`src/rtl/dispatch_queue.sv`:
```
// In-order dispatch queue: buffers decoded instructions, resolves operand tags and routes them to the RS or the LSB.
// Optional DISPATCH_BYPASS_EN: when the queue is empty, an incoming instruction dispatches in its acceptance cycle.
`ifndef OPNUM_W
`define OPNUM_W 6
`endif

module dispatch_queue #(
  parameter int DEPTH = 4,
  parameter int CDB_N = 2,
  parameter int ROB_W = 4,
  parameter int PKT_W = `OPNUM_W+2*32+32+3*5+2
) (
  input  logic                   clk,
  input  logic                   rst,
  input  logic                   rdy,
  input  logic                   in_valid,
  input  logic [PKT_W-1:0]       in_pkt,
  output logic                   in_ready,
  output logic [4:0]             rs1_to_reg,
  output logic [4:0]             rs2_to_reg,
  input  logic [ROB_W-1:0]       q1_from_reg,
  input  logic [ROB_W-1:0]       q2_from_reg,
  input  logic [31:0]            v1_from_reg,
  input  logic [31:0]            v2_from_reg,
  input  logic                   q1_ready_from_rob,
  input  logic                   q2_ready_from_rob,
  input  logic [31:0]            v1_from_rob,
  input  logic [31:0]            v2_from_rob,
  input  logic [ROB_W-1:0]       rob_id_from_rob,
  input  logic                   rob_full,
  input  logic                   rs_full,
  input  logic                   ls_full,
  input  logic [CDB_N-1:0]       cdb_valid,
  input  logic [CDB_N*ROB_W-1:0] cdb_rob_id,
  input  logic [CDB_N*32-1:0]    cdb_data,
  input  logic                   rollback,
  output logic                   disp_valid,
  output logic                   disp_to_rs,
  output logic                   disp_to_ls,
  output logic [PKT_W-1:0]       disp_pkt,
  output logic [ROB_W-1:0]       disp_q1,
  output logic [ROB_W-1:0]       disp_q2,
  output logic [31:0]            disp_v1,
  output logic [31:0]            disp_v2,
  output logic [ROB_W-1:0]       disp_rob_id
);

  localparam int AW      = $clog2(DEPTH);
  localparam int RS1_LSB = `OPNUM_W + 5;
  localparam int RS2_LSB = `OPNUM_W + 10;
  localparam logic [AW:0]   FULL_CNT = DEPTH[AW:0];
  localparam logic [AW:0]   CNT_ONE  = 1;
  localparam logic [AW-1:0] PTR_ONE  = 1;

  logic [PKT_W-1:0] mem [DEPTH];
  logic [AW-1:0]    head, tail;
  logic [AW:0]      count;

  logic [PKT_W-1:0] cur_pkt;
  logic             have_entry, bypass_take, enq, do_disp, cur_is_ls, path_free;
  logic             store, pop;
  logic [ROB_W+31:0] op1, op2;

  // Operand priority: x0, then lowest CDB channel hit, then ROB-ready result, then register file.
  function automatic logic [ROB_W+31:0] resolve(
    input logic [4:0]             rs,
    input logic [ROB_W-1:0]       q,
    input logic [31:0]            v_reg,
    input logic                   rob_rdy,
    input logic [31:0]            v_rob,
    input logic [CDB_N-1:0]       cv,
    input logic [CDB_N*ROB_W-1:0] cid,
    input logic [CDB_N*32-1:0]    cd
  );
    logic        hit;
    logic [31:0] hv;
    hit = 1'b0;
    hv  = '0;
    for (int i = CDB_N - 1; i >= 0; i--) begin
      if (cv[i] && (cid[i*ROB_W +: ROB_W] == q)) begin
        hit = 1'b1;
        hv  = cd[i*32 +: 32];
      end
    end
    if (rs == 5'd0)                resolve = '0;
    else if ((q != '0) && hit)     resolve = {{ROB_W{1'b0}}, hv};
    else if ((q != '0) && rob_rdy) resolve = {{ROB_W{1'b0}}, v_rob};
    else                           resolve = {q, v_reg};
  endfunction

  always_comb begin
    in_ready  = !rst && (count < FULL_CNT) && !rollback;
    enq       = in_valid && in_ready && rdy;
`ifdef DISPATCH_BYPASS_EN
    cur_pkt    = (count == '0) ? in_pkt : mem[head];
    have_entry = (count != '0) || enq;
`else
    cur_pkt    = mem[head];
    have_entry = (count != '0);
`endif
    cur_is_ls  = cur_pkt[PKT_W-1];
    path_free  = !rob_full && !(cur_is_ls ? ls_full : rs_full);
    do_disp    = rdy && !rollback && have_entry && path_free;
`ifdef DISPATCH_BYPASS_EN
    bypass_take = do_disp && enq && (count == '0);
`else
    bypass_take = 1'b0;
`endif
    store      = enq && !bypass_take;
    pop        = do_disp && !bypass_take;
    rs1_to_reg = cur_pkt[RS1_LSB +: 5];
    rs2_to_reg = cur_pkt[RS2_LSB +: 5];
    op1 = resolve(rs1_to_reg, q1_from_reg, v1_from_reg, q1_ready_from_rob, v1_from_rob,
                  cdb_valid, cdb_rob_id, cdb_data);
    op2 = resolve(rs2_to_reg, q2_from_reg, v2_from_reg, q2_ready_from_rob, v2_from_rob,
                  cdb_valid, cdb_rob_id, cdb_data);
  end

  // Payload storage carries no reset; only entries below count are ever read as valid.
  always_ff @(posedge clk) begin
    if (store) mem[tail] <= in_pkt;
  end

  always_ff @(posedge clk or posedge rst) begin
    if (rst) begin
      head        <= '0;
      tail        <= '0;
      count       <= '0;
      disp_valid  <= 1'b0;
      disp_to_rs  <= 1'b0;
      disp_to_ls  <= 1'b0;
      disp_pkt    <= '0;
      disp_q1     <= '0;
      disp_q2     <= '0;
      disp_v1     <= '0;
      disp_v2     <= '0;
      disp_rob_id <= '0;
    end else if (rdy) begin
      if (rollback) begin
        head       <= '0;
        tail       <= '0;
        count      <= '0;
        disp_valid <= 1'b0;
        disp_to_rs <= 1'b0;
        disp_to_ls <= 1'b0;
      end else begin
        disp_valid <= do_disp;
        disp_to_rs <= do_disp && !cur_is_ls;
        disp_to_ls <= do_disp && cur_is_ls;
        if (do_disp) begin
          disp_pkt    <= cur_pkt;
          disp_q1     <= op1[ROB_W+31:32];
          disp_v1     <= op1[31:0];
          disp_q2     <= op2[ROB_W+31:32];
          disp_v2     <= op2[31:0];
          disp_rob_id <= rob_id_from_rob;
        end
        if (store) tail <= tail + PTR_ONE;
        if (pop)   head <= head + PTR_ONE;
        case ({store, pop})
          2'b10:   count <= count + CNT_ONE;
          2'b01:   count <= count - CNT_ONE;
          default: count <= count;
        endcase
      end
    end
  end

endmodule
```
`config.mk`:
```
export PLATFORM = sky130hd
export DESIGN_NAME = dispatch_queue
export DESIGN_NICKNAME = d
export VERILOG_FILES = /design/src/rtl/dispatch_queue.sv
export SDC_FILE = /design/constraint.sdc
export NUM_CORES = 1
export LEC_CHECK = 0
export CAP_MARGIN = 5
export CORE_MARGIN = 2
export CORE_UTILIZATION = 52
export CTS_BUF_LIST = sky130_fd_sc_hd__clkbuf_8 sky130_fd_sc_hd__clkbuf_16
export DETAILED_ROUTE_END_ITERATION = 10
export PLACE_DENSITY = 0.85
export SYNTH_ARGS = -nofsm -noshare
export SYNTH_HDL_FRONTEND = slang
export SYNTH_SLANG_ARGS = --single-unit
```
`constraint.sdc`:
```
create_clock -name clk -period 9.4 [get_ports clk]
set_clock_uncertainty 0.05 [all_clocks]
set_input_delay 1.41 -clock clk [delete_from_list [all_inputs] [get_ports clk]]
set_output_delay 1.41 -clock clk [all_outputs]
set_load 0.02 [all_outputs]
```
==> results.sh <==
export IMPL_hold_buffers=0
export IMPL_crit_type="register to primary output"
export IMPL_die_x_um=233
export IMPL_synth_edff_count=476
export IMPL_die_area_sq_um=54100
export IMPL_cp_max_fo=67
export IMPL_nNetsFinal=2382
export IMPL_synth_top_flop_cell="edfxtp_1"
export IMPL_cts_made_buffers=69
export IMPL_min_path_type="register to register"
export IMPL_crit_chain="buf_4 -> mux4_2 -> clkdlybuf4s50_1"
export IMPL_status="finished clean"
export IMPL_place_congestion=1.01
export IMPL_via_count=16300
export IMPL_netlist_instances=1483
export IMPL_fmax_ghz=0.224
export IMPL_leakagePower_nw=13.0
export IMPL_finalSetupTns_ns=0
export IMPL_worst_setup_path_start_kind="register"
export IMPL_dp_hpwl_mm=51.5
export IMPL_finalSetupViolCount=0
export IMPL_instances_no_fill=2786
export IMPL_numPortBuffers=551
export IMPL_pwr_density_cell_nw_per_um2=257
export IMPL_grt_usage_pct=28.7
export IMPL_finalHoldViolCount=0
export IMPL_max_stage_delay_ns=0.78
export IMPL_cts_resized=0
export IMPL_crit_buf_inv=2
export IMPL_period_share_pct=47.4
export IMPL_antenna_found_initial=27
export IMPL_syn_cell_area_sq_um=27200
export IMPL_ant_nets=0
export IMPL_yosys_register_bits=681
export IMPL_wl_per_cell_um=27.9
export IMPL_total_power_mw=9.19
export IMPL_worstMarginPinSlew_ns=1.16
export IMPL_clk_latency_ns=0.61
export IMPL_area_growth_pct=31.4
export IMPL_drc=0
export IMPL_slowest_stage="buf_4"
export IMPL_crit_arrival_ns=2.99
export IMPL_drtIter0Drc=1293
export IMPL_grt_pass1_vias=17100
export IMPL_cts_sinks=681
export IMPL_synth_warnings=0
export IMPL_crit_family="buffers and inverters"
export IMPL_start_util_pct=52.8
export IMPL_ys_async_sr_fraction_pct=30.1
export IMPL_synth_area_per_cell_sq_um=18.3
export IMPL_drv_cap=0
export IMPL_yosysUniqueCellTypes=43
export IMPL_drive_above_1_share_pct=19.9
export IMPL_clk_pin_slew_worst_paths_ns=0.06
export IMPL_cts_tree="built"
export IMPL_totalWireLength_mm=77.7
export IMPL_grt_pass1_wl_mm=112
export IMPL_core_region_area_sq_um=51500
export IMPL_ioPinCount=552
export IMPL_synth_nets=1831
export IMPL_peakVddDrop_mv=0.260
export IMPL_cts_buffer_depth=3
export IMPL_via_per_inst=5.84
export IMPL_post_route_util_pct=69.4
export IMPL_slew_headroom_pct=23.0
export IMPL_rsz0062_at_grt="no"
export IMPL_root_buffer="clkbuf_16"
export IMPL_ctsHtreeMaxLevel=3
export IMPL_grt_max_degree=80
export IMPL_post_cts_buffers=0
export IMPL_period_minus_slack_ns=4.45
export IMPL_end_kind="primary output"
export IMPL_crit_required_ns=7.94
export IMPL_die_h_um=233
export IMPL_first_pass_iters=5
export IMPL_rows=83
export IMPL_place_inst=2643
export IMPL_gr_total_overflow=0
export IMPL_ys_seq_area_share_pct=71.4
export IMPL_slew_viol_final=0
## placed cells by master (no fill, tap or decap), types with 4 or more instances in the layout
cell	instances
diode_2	15
o21ai_0	35
nor2_1	99
or2_2	31
xnor2_1	4
dfrtp_1	203
edfxtp_1	476
xor2_1	10
mux2_2	117
a22o_1	40
mux2i_1	100
clkinv_2	13
buf_4	25
clkdlybuf4s50_1	551
nor3b_1	33
and2_4	4
a21oi_1	4
bufinv_16	5
nand2_1	29
ha_1	4
clkinv_1	7
a32o_1	31
mux4_2	119
inv_1	23
clkbuf_8	11
clkbuf_16	71
nor3_1	4
## state kept, by name, summed over array words and instances (netlist names), 3 cells and up
register / flops
mem: 476
disp_pkt: 119
disp_v1: 32
disp_v2: 32
disp_q1: 4
disp_q2: 4
disp_rob_id: 4
count: 3
## cells by family (layout without fill, tap and decap cells)
logic type	count (synthesis)	count (layout)	synth area share, %
AND/OR/NAND/NOR	217	217	4.05
multiplexers	336	336	18.4
flip-flops	681	681	71.4
other	0	15	0
buffers and inverters	106	714	1.86
AO/OA/AOI/OAI	124	124	3.59
XOR/XNOR	14	14	0.451
adder cells (fa/ha/maj)	5	5	0.258
## worst paths after layout
| kind | startpoint | to | slack, ns | cells after the start |
|---|---|---|---|---|
| setup / recovery | head[1] | rs1_to_reg[2] | 4.95 | 3 |
| hold / removal | disp_rob_id[1] | disp_rob_id[1] | 0.43 | 2 |
| setup reg to reg | head[0] | disp_q1[3] | 5.04 | 8 |
| hold reg to reg | disp_rob_id[1] | disp_rob_id[1] | 0.43 | 2 |
| max in group asynchronous | rst | disp_pkt[38] | 6.58 | 3 |
| min in group asynchronous | rst | disp_rob_id[1] | 1.30 | 2 |
## cells in the mapped netlist (all sizes together) (10+ instances only)
cell	count	share of area (%)
clkbuf	50	0.69
o21ai	37	0.72
or2	31	0.71
dfrtp	205	19
inv	10	0.14
a32o	31	1.1
buf	46	1.0
mux2	117	4.8
edfxtp	476	53
mux2i	100	3.7
xor2	10	0.32
nor3b	33	0.91
nor2	100	1.4
mux4	119	9.9
a22o	40	1.3
nand2	30	0.41
## final cells by class
cell class	count	area [sq um]
Sequential cell	681	19400
Fill cell	3315	15800
Multi-Input combinational cell	696	7350
Timing Repair Buffer	576	5700
Clock buffer	82	1930
Tap cell	680	851
Clock inverter	46	407
Inverter	10	45.0
Antenna cell	15	37.5
## routing by layer
layer	GRT usage (%)	up-vias	part of all wire, %
met5	0	-	0.18
met4	14.9	20	4.9
met3	9.01	177	9.0
met2	48.1	730	51
met1	33.1	8405	35
li1	-	6941	-
## through the flow
| stage | setup WS [ns] | area (sq um) | hold slack [ns] |
|---|---|---|---|
| 2_1_floorplan | 2.34 | 27200 | 0.453 |
| 3_3_place_gp | 4.38 | 33400 | 0.410 |
| 3_5_place_dp | 4.40 | 33400 | 0.412 |
| 4_1_cts | 4.86 | 35700 | 0.428 |
| 5_1_grt | 4.73 | 35700 | 0.449 |
| 6_report | 4.95 | 35700 | 0.430 |
## worst min-delay path, cell delays in order (launching register included)
cell and delay, ns:
dfrtp_1 0.34, nand2_1 0.05, nand2_1 0.06
## where the power goes
| group | leakage (nW) | switching, mW | total (mW) | internal, mW |
|---|---|---|---|---|
| Sequential | 6.92 | 0.305 | 3.96 | 3.65 |
| Clock | 1.20 | 1.16 | 2.77 | 1.61 |
| Combinational | 4.83 | 1.20 | 2.46 | 1.27 |
Power figures use the tool's default switching activity.
